File: src/rtl/imem_line_refill_pkg.sv
// Shared defaults and the refill FSM state type for the instruction-memory line refill path.
package imem_line_refill_pkg;
  localparam int IMEM_WORD          = 32;
  localparam int IMEM_LINE_WORDS    = 4;
  localparam int IMEM_RAM_DEPTH_LOG = 10;
  localparam int IMEM_RD_LAT        = 1;

  typedef enum logic [1:0] {
    S_IDLE  = 2'd0,
    S_ISSUE = 2'd1,
    S_DRAIN = 2'd2,
    S_DONE  = 2'd3
  } refill_state_t;
endpackage

File: src/rtl/imem_line_refill_rd_pipe.sv
// Delay line matching BRAM read latency: the issue strobe emerges as recv RD_LAT cycles later.
module imem_rd_pipe #(
  parameter int RD_LAT = 1
) (
  input  logic clk,
  input  logic rst,
  input  logic issue,
  output logic recv
);
  logic [RD_LAT-1:0] sr;

  always_ff @(posedge clk or posedge rst) begin
    if (rst) sr <= '0;
    else     sr <= (sr << 1) | RD_LAT'(issue);
  end

  assign recv = sr[RD_LAT-1];
endmodule

File: src/rtl/imem_line_refill.sv
// Serves one ICache line refill: LINE_WORDS back-to-back BRAM reads, assembles the line, pulses memory_ready.
module imem_line_refill
  import imem_line_refill_pkg::*;
#(
  parameter int WORD          = IMEM_WORD,
  parameter int LINE_WORDS    = IMEM_LINE_WORDS,
  parameter int RAM_DEPTH_LOG = IMEM_RAM_DEPTH_LOG,
  parameter int RD_LAT        = IMEM_RD_LAT
) (
  input  logic                       clk,
  input  logic                       rst,
  input  logic                       memory_valid,
  input  logic [WORD-1:0]            load_addr,
  output logic                       memory_ready,
  output logic [WORD*LINE_WORDS-1:0] inst_from_mem,
  output logic                       mem_en,
  output logic [RAM_DEPTH_LOG-1:0]   mem_addr,
  input  logic [WORD-1:0]            mem_dout,
  output logic                       busy
);
  localparam int IDX_W  = $clog2(LINE_WORDS);
  localparam int CNT_W  = IDX_W + 1;
  localparam int LINE_W = WORD * LINE_WORDS;

  refill_state_t state, state_nxt;
  logic [CNT_W-1:0]         issue_cnt, recv_cnt;
  logic [RAM_DEPTH_LOG-1:0] base, addr_q, issue_addr;
  logic [LINE_W-1:0]        line_buf, line_nxt;
  logic                     recv, accept, line_done;
  logic                     unused_addr_bits;

  assign unused_addr_bits = ^{load_addr[WORD-1:RAM_DEPTH_LOG+2], load_addr[1:0]};

  imem_rd_pipe #(.RD_LAT(RD_LAT)) u_rd_pipe (
    .clk   (clk),
    .rst   (rst),
    .issue (mem_en),
    .recv  (recv)
  );

  assign accept     = (state == S_IDLE) && memory_valid;
  assign issue_addr = base + RAM_DEPTH_LOG'(issue_cnt);
  // Look ahead to the final word so DONE follows its capture edge directly.
  assign line_done  = (recv_cnt == CNT_W'(LINE_WORDS)) ||
                      (recv && (recv_cnt == CNT_W'(LINE_WORDS - 1)));

  assign mem_en       = (state == S_ISSUE);
  assign mem_addr     = mem_en ? issue_addr : addr_q;
  assign memory_ready = (state == S_DONE);
  assign busy         = (state != S_IDLE);

  always_comb begin
    line_nxt = line_buf;
    if (recv) line_nxt[WORD*int'(recv_cnt[IDX_W-1:0]) +: WORD] = mem_dout;
  end

  always_comb begin
    state_nxt = state;
    case (state)
      S_IDLE:  if (memory_valid) state_nxt = S_ISSUE;
      S_ISSUE: if (issue_cnt == CNT_W'(LINE_WORDS - 1)) state_nxt = S_DRAIN;
      S_DRAIN: if (line_done) state_nxt = S_DONE;
      S_DONE:  state_nxt = S_IDLE;
      default: state_nxt = S_IDLE;
    endcase
  end

  always_ff @(posedge clk or posedge rst) begin
    if (rst) begin
      state         <= S_IDLE;
      issue_cnt     <= '0;
      recv_cnt      <= '0;
      base          <= '0;
      addr_q        <= '0;
      line_buf      <= '0;
      inst_from_mem <= '0;
    end else begin
      state    <= state_nxt;
      line_buf <= line_nxt;
      if (state == S_DRAIN && line_done) inst_from_mem <= line_nxt;
      if (accept) begin
        base      <= load_addr[RAM_DEPTH_LOG+1:2] & ~RAM_DEPTH_LOG'(LINE_WORDS - 1);
        issue_cnt <= '0;
        recv_cnt  <= '0;
      end else begin
        if (mem_en) begin
          addr_q <= issue_addr;
          if (issue_cnt != CNT_W'(LINE_WORDS)) issue_cnt <= issue_cnt + CNT_W'(1);
        end
        if (recv) recv_cnt <= recv_cnt + CNT_W'(1);
      end
    end
  end
endmodule

File: config.mk
export PLATFORM = sky130hd
export DESIGN_NAME = imem_line_refill
export DESIGN_NICKNAME = d
export VERILOG_FILES = /design/src/rtl/imem_line_refill_pkg.sv /design/src/rtl/imem_line_refill_rd_pipe.sv /design/src/rtl/imem_line_refill.sv
export SDC_FILE = /design/constraint.sdc
export NUM_CORES = 1
export LEC_CHECK = 0
export BUFFER_PORTS_ARGS = -buffer_cell sky130_fd_sc_hd__buf_2
export CAP_MARGIN = 10
export CORE_MARGIN = 1.5
export CORE_UTILIZATION = 56
export CTS_CLUSTER_DIAMETER = 80
export DETAILED_ROUTE_END_ITERATION = 16
export GPL_ROUTABILITY_DRIVEN = 0
export PLACE_DENSITY = 0.79
export RECOVER_POWER = 25
export SLEW_MARGIN = 15
export SYNTH_ARGS = -nofsm -noshare
export SYNTH_HDL_FRONTEND = slang
export SYNTH_HIERARCHICAL = 1
export SYNTH_SLANG_ARGS = --single-unit
File: constraint.sdc
create_clock -name clk -period 11.34 [get_ports clk]
set_input_delay 1.701 -clock clk [delete_from_list [all_inputs] [get_ports clk]]
set_output_delay 1.701 -clock clk [all_outputs]
set_load 0.005 [all_outputs]
==> flow_metrics.env <==
export IMPL_fp_row_count=54
export IMPL_nets=1183
export IMPL_met2_usage=0.382
export IMPL_antenna_left=0
export IMPL_synth_top_family_by_area="compound AO/OA/AOI/OAI gates"
export IMPL_power_density_nw_per_um2=292
export IMPL_yosysWarnings=6
export IMPL_grt_pass1_wl_um=46100
export IMPL_ys_ff_latch=283
export IMPL_cp_arrival_ns=6.42
export IMPL_fmaxAchievable_mhz=167
export IMPL_postCtsHoldBufs=0
export IMPL_synth_distinct_cells=44
export IMPL_finClkSkew_ns=0.00807
export IMPL_setup_violations=0
export IMPL_violations="max-capacitance violations, max-slew violations"
export IMPL_crit_chain="clkbuf_1 -> nand2_1 -> a32o_1 -> mux2_2"
export IMPL_grt_pass1_vias=8311
export IMPL_num_vias=7968
export IMPL_power_leakage_uw=0.00737
export IMPL_fin_crit_sh=0.528
export IMPL_insertion_delay_ns=0.54
export IMPL_post_drt_wl_per_cell_um=20.4
export IMPL_dpl_hpwl_um=17900
export IMPL_async_flop_share=1.00
export IMPL_cts_resized=0
export IMPL_syn_area_per_cell_um2=13.2
export IMPL_vdd_drop_max_v=0.000184
export IMPL_clk_pin_slew_ns=0.06
export IMPL_num_fill_cells=1606
export IMPL_synthFlopType="dfrtp_1"
export IMPL_netlist_instances=945
export IMPL_max_slew_margin=-3.03
export IMPL_area_delta_synth_final_pct=16.4
export IMPL_synth_seq_area_share=0.569
export IMPL_core_area_um2=21800
export IMPL_grt_max_degree=138
export IMPL_dieArea_um2=23100
export IMPL_cp_end_kind="flop"
export IMPL_routed_via_density=5.68
export IMPL_slew_viol_final=262
export IMPL_met1_usage=0.351
export IMPL_cts_tree="yes"
export IMPL_drive_gt1_frac=0.312
export IMPL_synth_edf_count=0
export IMPL_p_total_uw=4240
export IMPL_worst_endpoint_required_ns=11.77
export IMPL_gr_usage_all_layers=0.246
export IMPL_fp_dieW_um=152
export IMPL_fin_crit_ns=5.99
export IMPL_cp_slowest_stage_delay_ns=2.47
export IMPL_startpoint_type="flop"
export IMPL_post_cts_buffers=0
export IMPL_cap_violations=3
export IMPL_gr_usage_met3=0.0576
export IMPL_synth_compound_area_frac=0.147
export IMPL_cts_buffers=30
export IMPL_cp_max_fo=80
export IMPL_pin_count=208
export IMPL_busiest_layer="met2"
export IMPL_drc=0
export IMPL_cts_sinks=283
export IMPL_root_buffer="clkbuf_16"
export IMPL_clock_path_buffers=3
export IMPL_synth_area_um2=12400
export IMPL_synthMuxAreaShare=0.120
export IMPL_synthesis_nets=1028
export IMPL_rsz0062_at_grt="no"
export IMPL_status="finished, violations left"
export IMPL_globalRouteOverflowTotal=0
export IMPL_final_hold_viol_count=0
export IMPL_setup_tns_final_ns=0
export IMPL_critical_path_slowest_cell="clkbuf_1"
export IMPL_tightest_slew_ns=6.01
export IMPL_worstSetupPathType="flop to flop"
export IMPL_htreeDepth=1
export IMPL_start_util=0.570
export IMPL_n_antenna_cell=0
export IMPL_drt_wl_total_um=28600
export IMPL_die_h_um=152
export IMPL_io_buffer_count=183
export IMPL_synthAdderAreaFrac=0.0161
export IMPL_drt_iter0_markers=493
export IMPL_antenna_found_initial=0
export IMPL_synth_xor_area_frac=0.00352
export IMPL_dr_pass1_iters=5
export IMPL_hold_path_class="flop to flop"
export IMPL_synth_simple_gate_area_frac=0.0880
## through the flow
stage,instance area [um^2],setup slack [ns],instances,utilization,hold WS [ns]
2_1_floorplan,12400,1.86,945,-,0.438
3_3_place_gp,13400,7.64,1347,0.614,0.451
3_5_place_dp,13400,7.62,1347,0.614,0.456
4_1_cts,14500,7.34,1401,0.664,0.471
5_1_grt,14500,4.70,1402,0.664,0.486
6_report,14500,5.35,1402,0.664,0.468
## state kept, by name (all words and copies together) (netlist names)
signal / cells
base: 8
addr_q: 10
line_buf: 128
issue_cnt: 3
u_rd_pipe/recv: 1
inst_from_mem: 128
state: 2
recv_cnt: 3
## critical path: cells and delay by family, from the launching register on
kind | cells | cell delay, ns
compound gates | 1 | 0.64
flops | 1 | 0.61
buf+inv | 1 | 2.47
mux | 1 | 0.28
simple gates | 1 | 1.86
## where the power goes
| part | total, uW | internal [uW] | switching (uW) |
|---|---|---|---|
| registers | 1670 | 1440 | 230 |
| clock network | 1070 | 670 | 400 |
| logic | 1500 | 673 | 828 |
## cells in the final DEF (no fill, tap or decap), types with 31 or more instances in the layout
cell	synthesis	layout
dfrtp_1	283	282
buf_2	23	181
inv_1	78	77
mux2_2	72	72
nand3_1	63	63
nor2b_1	36	34
mux2i_1	34	34
a32oi_1	32	32
a22o_1	32	32
clkbuf_16	0	31
## routing by layer
layer / up-vias / wire length (um) / part of all wire
met5: - / 0 / 0
met4: 0 / 567 / 0.020
met3: 39 / 1940 / 0.068
met2: 270 / 13300 / 0.46
met1: 4013 / 12800 / 0.45
li1: 3646 / - / -
## cell usage after synthesis, drive strengths merged, types with 2 or more instances
library cell,n,area [um^2]
nand2,30,118
o21ai,4,20.0
and3,27,169
a22o,32,280
nand3,63,315
mux2,102,1150
a32o,5,50.1
nor3b,6,56.3
buf,48,329
or3,3,18.8
and2,6,37.5
xor2,2,17.5
mux2i,34,340
o2bb2ai,59,1080
a31oi,6,37.5
clkbuf,24,90.1
a21oi,6,30.0
a32oi,32,280
nor2b,36,225
dfrtp,283,7080
a21boi,2,15.0
nor2,28,105
inv,78,293
ha,16,200
xnor2,3,26.3
## kinds of logic after synthesis
family,Yosys count
AO/OA/AOI/OAI,150
adder cells (fa/ha/maj),16
multiplexers,136
XOR/XNOR,5
buffers and inverters,150
flip-flops,283
AND/OR/NAND/NOR,205
## worst paths after layout
check | startpoint | end | slack, ns | depth (start not counted)
max in group asynchronous | rst | inst_from_mem[0] | 5.67 | 2
min | line_buf[83] | line_buf[83] | 0.47 | 2
max | u_rd_pipe/recv | inst_from_mem[63] | 5.35 | 4
max reg2reg | u_rd_pipe/recv | inst_from_mem[63] | 5.35 | 4
min in group asynchronous | rst | u_rd_pipe/recv | 1.01 | 2
min reg2reg | line_buf[83] | line_buf[83] | 0.47 | 2
## final cells by class
class	count	area, um^2	area share
Sequential cell	283	7080	0.489
Multi-Input combinational cell	512	4670	0.323
Timing Repair Buffer	195	1010	0.0695
Clock buffer	39	826	0.0570
Tap cell	280	350	0.0242
Inverter	78	294	0.0203
Clock inverter	15	256	0.0177
Power figures use the tool's default switching activity.
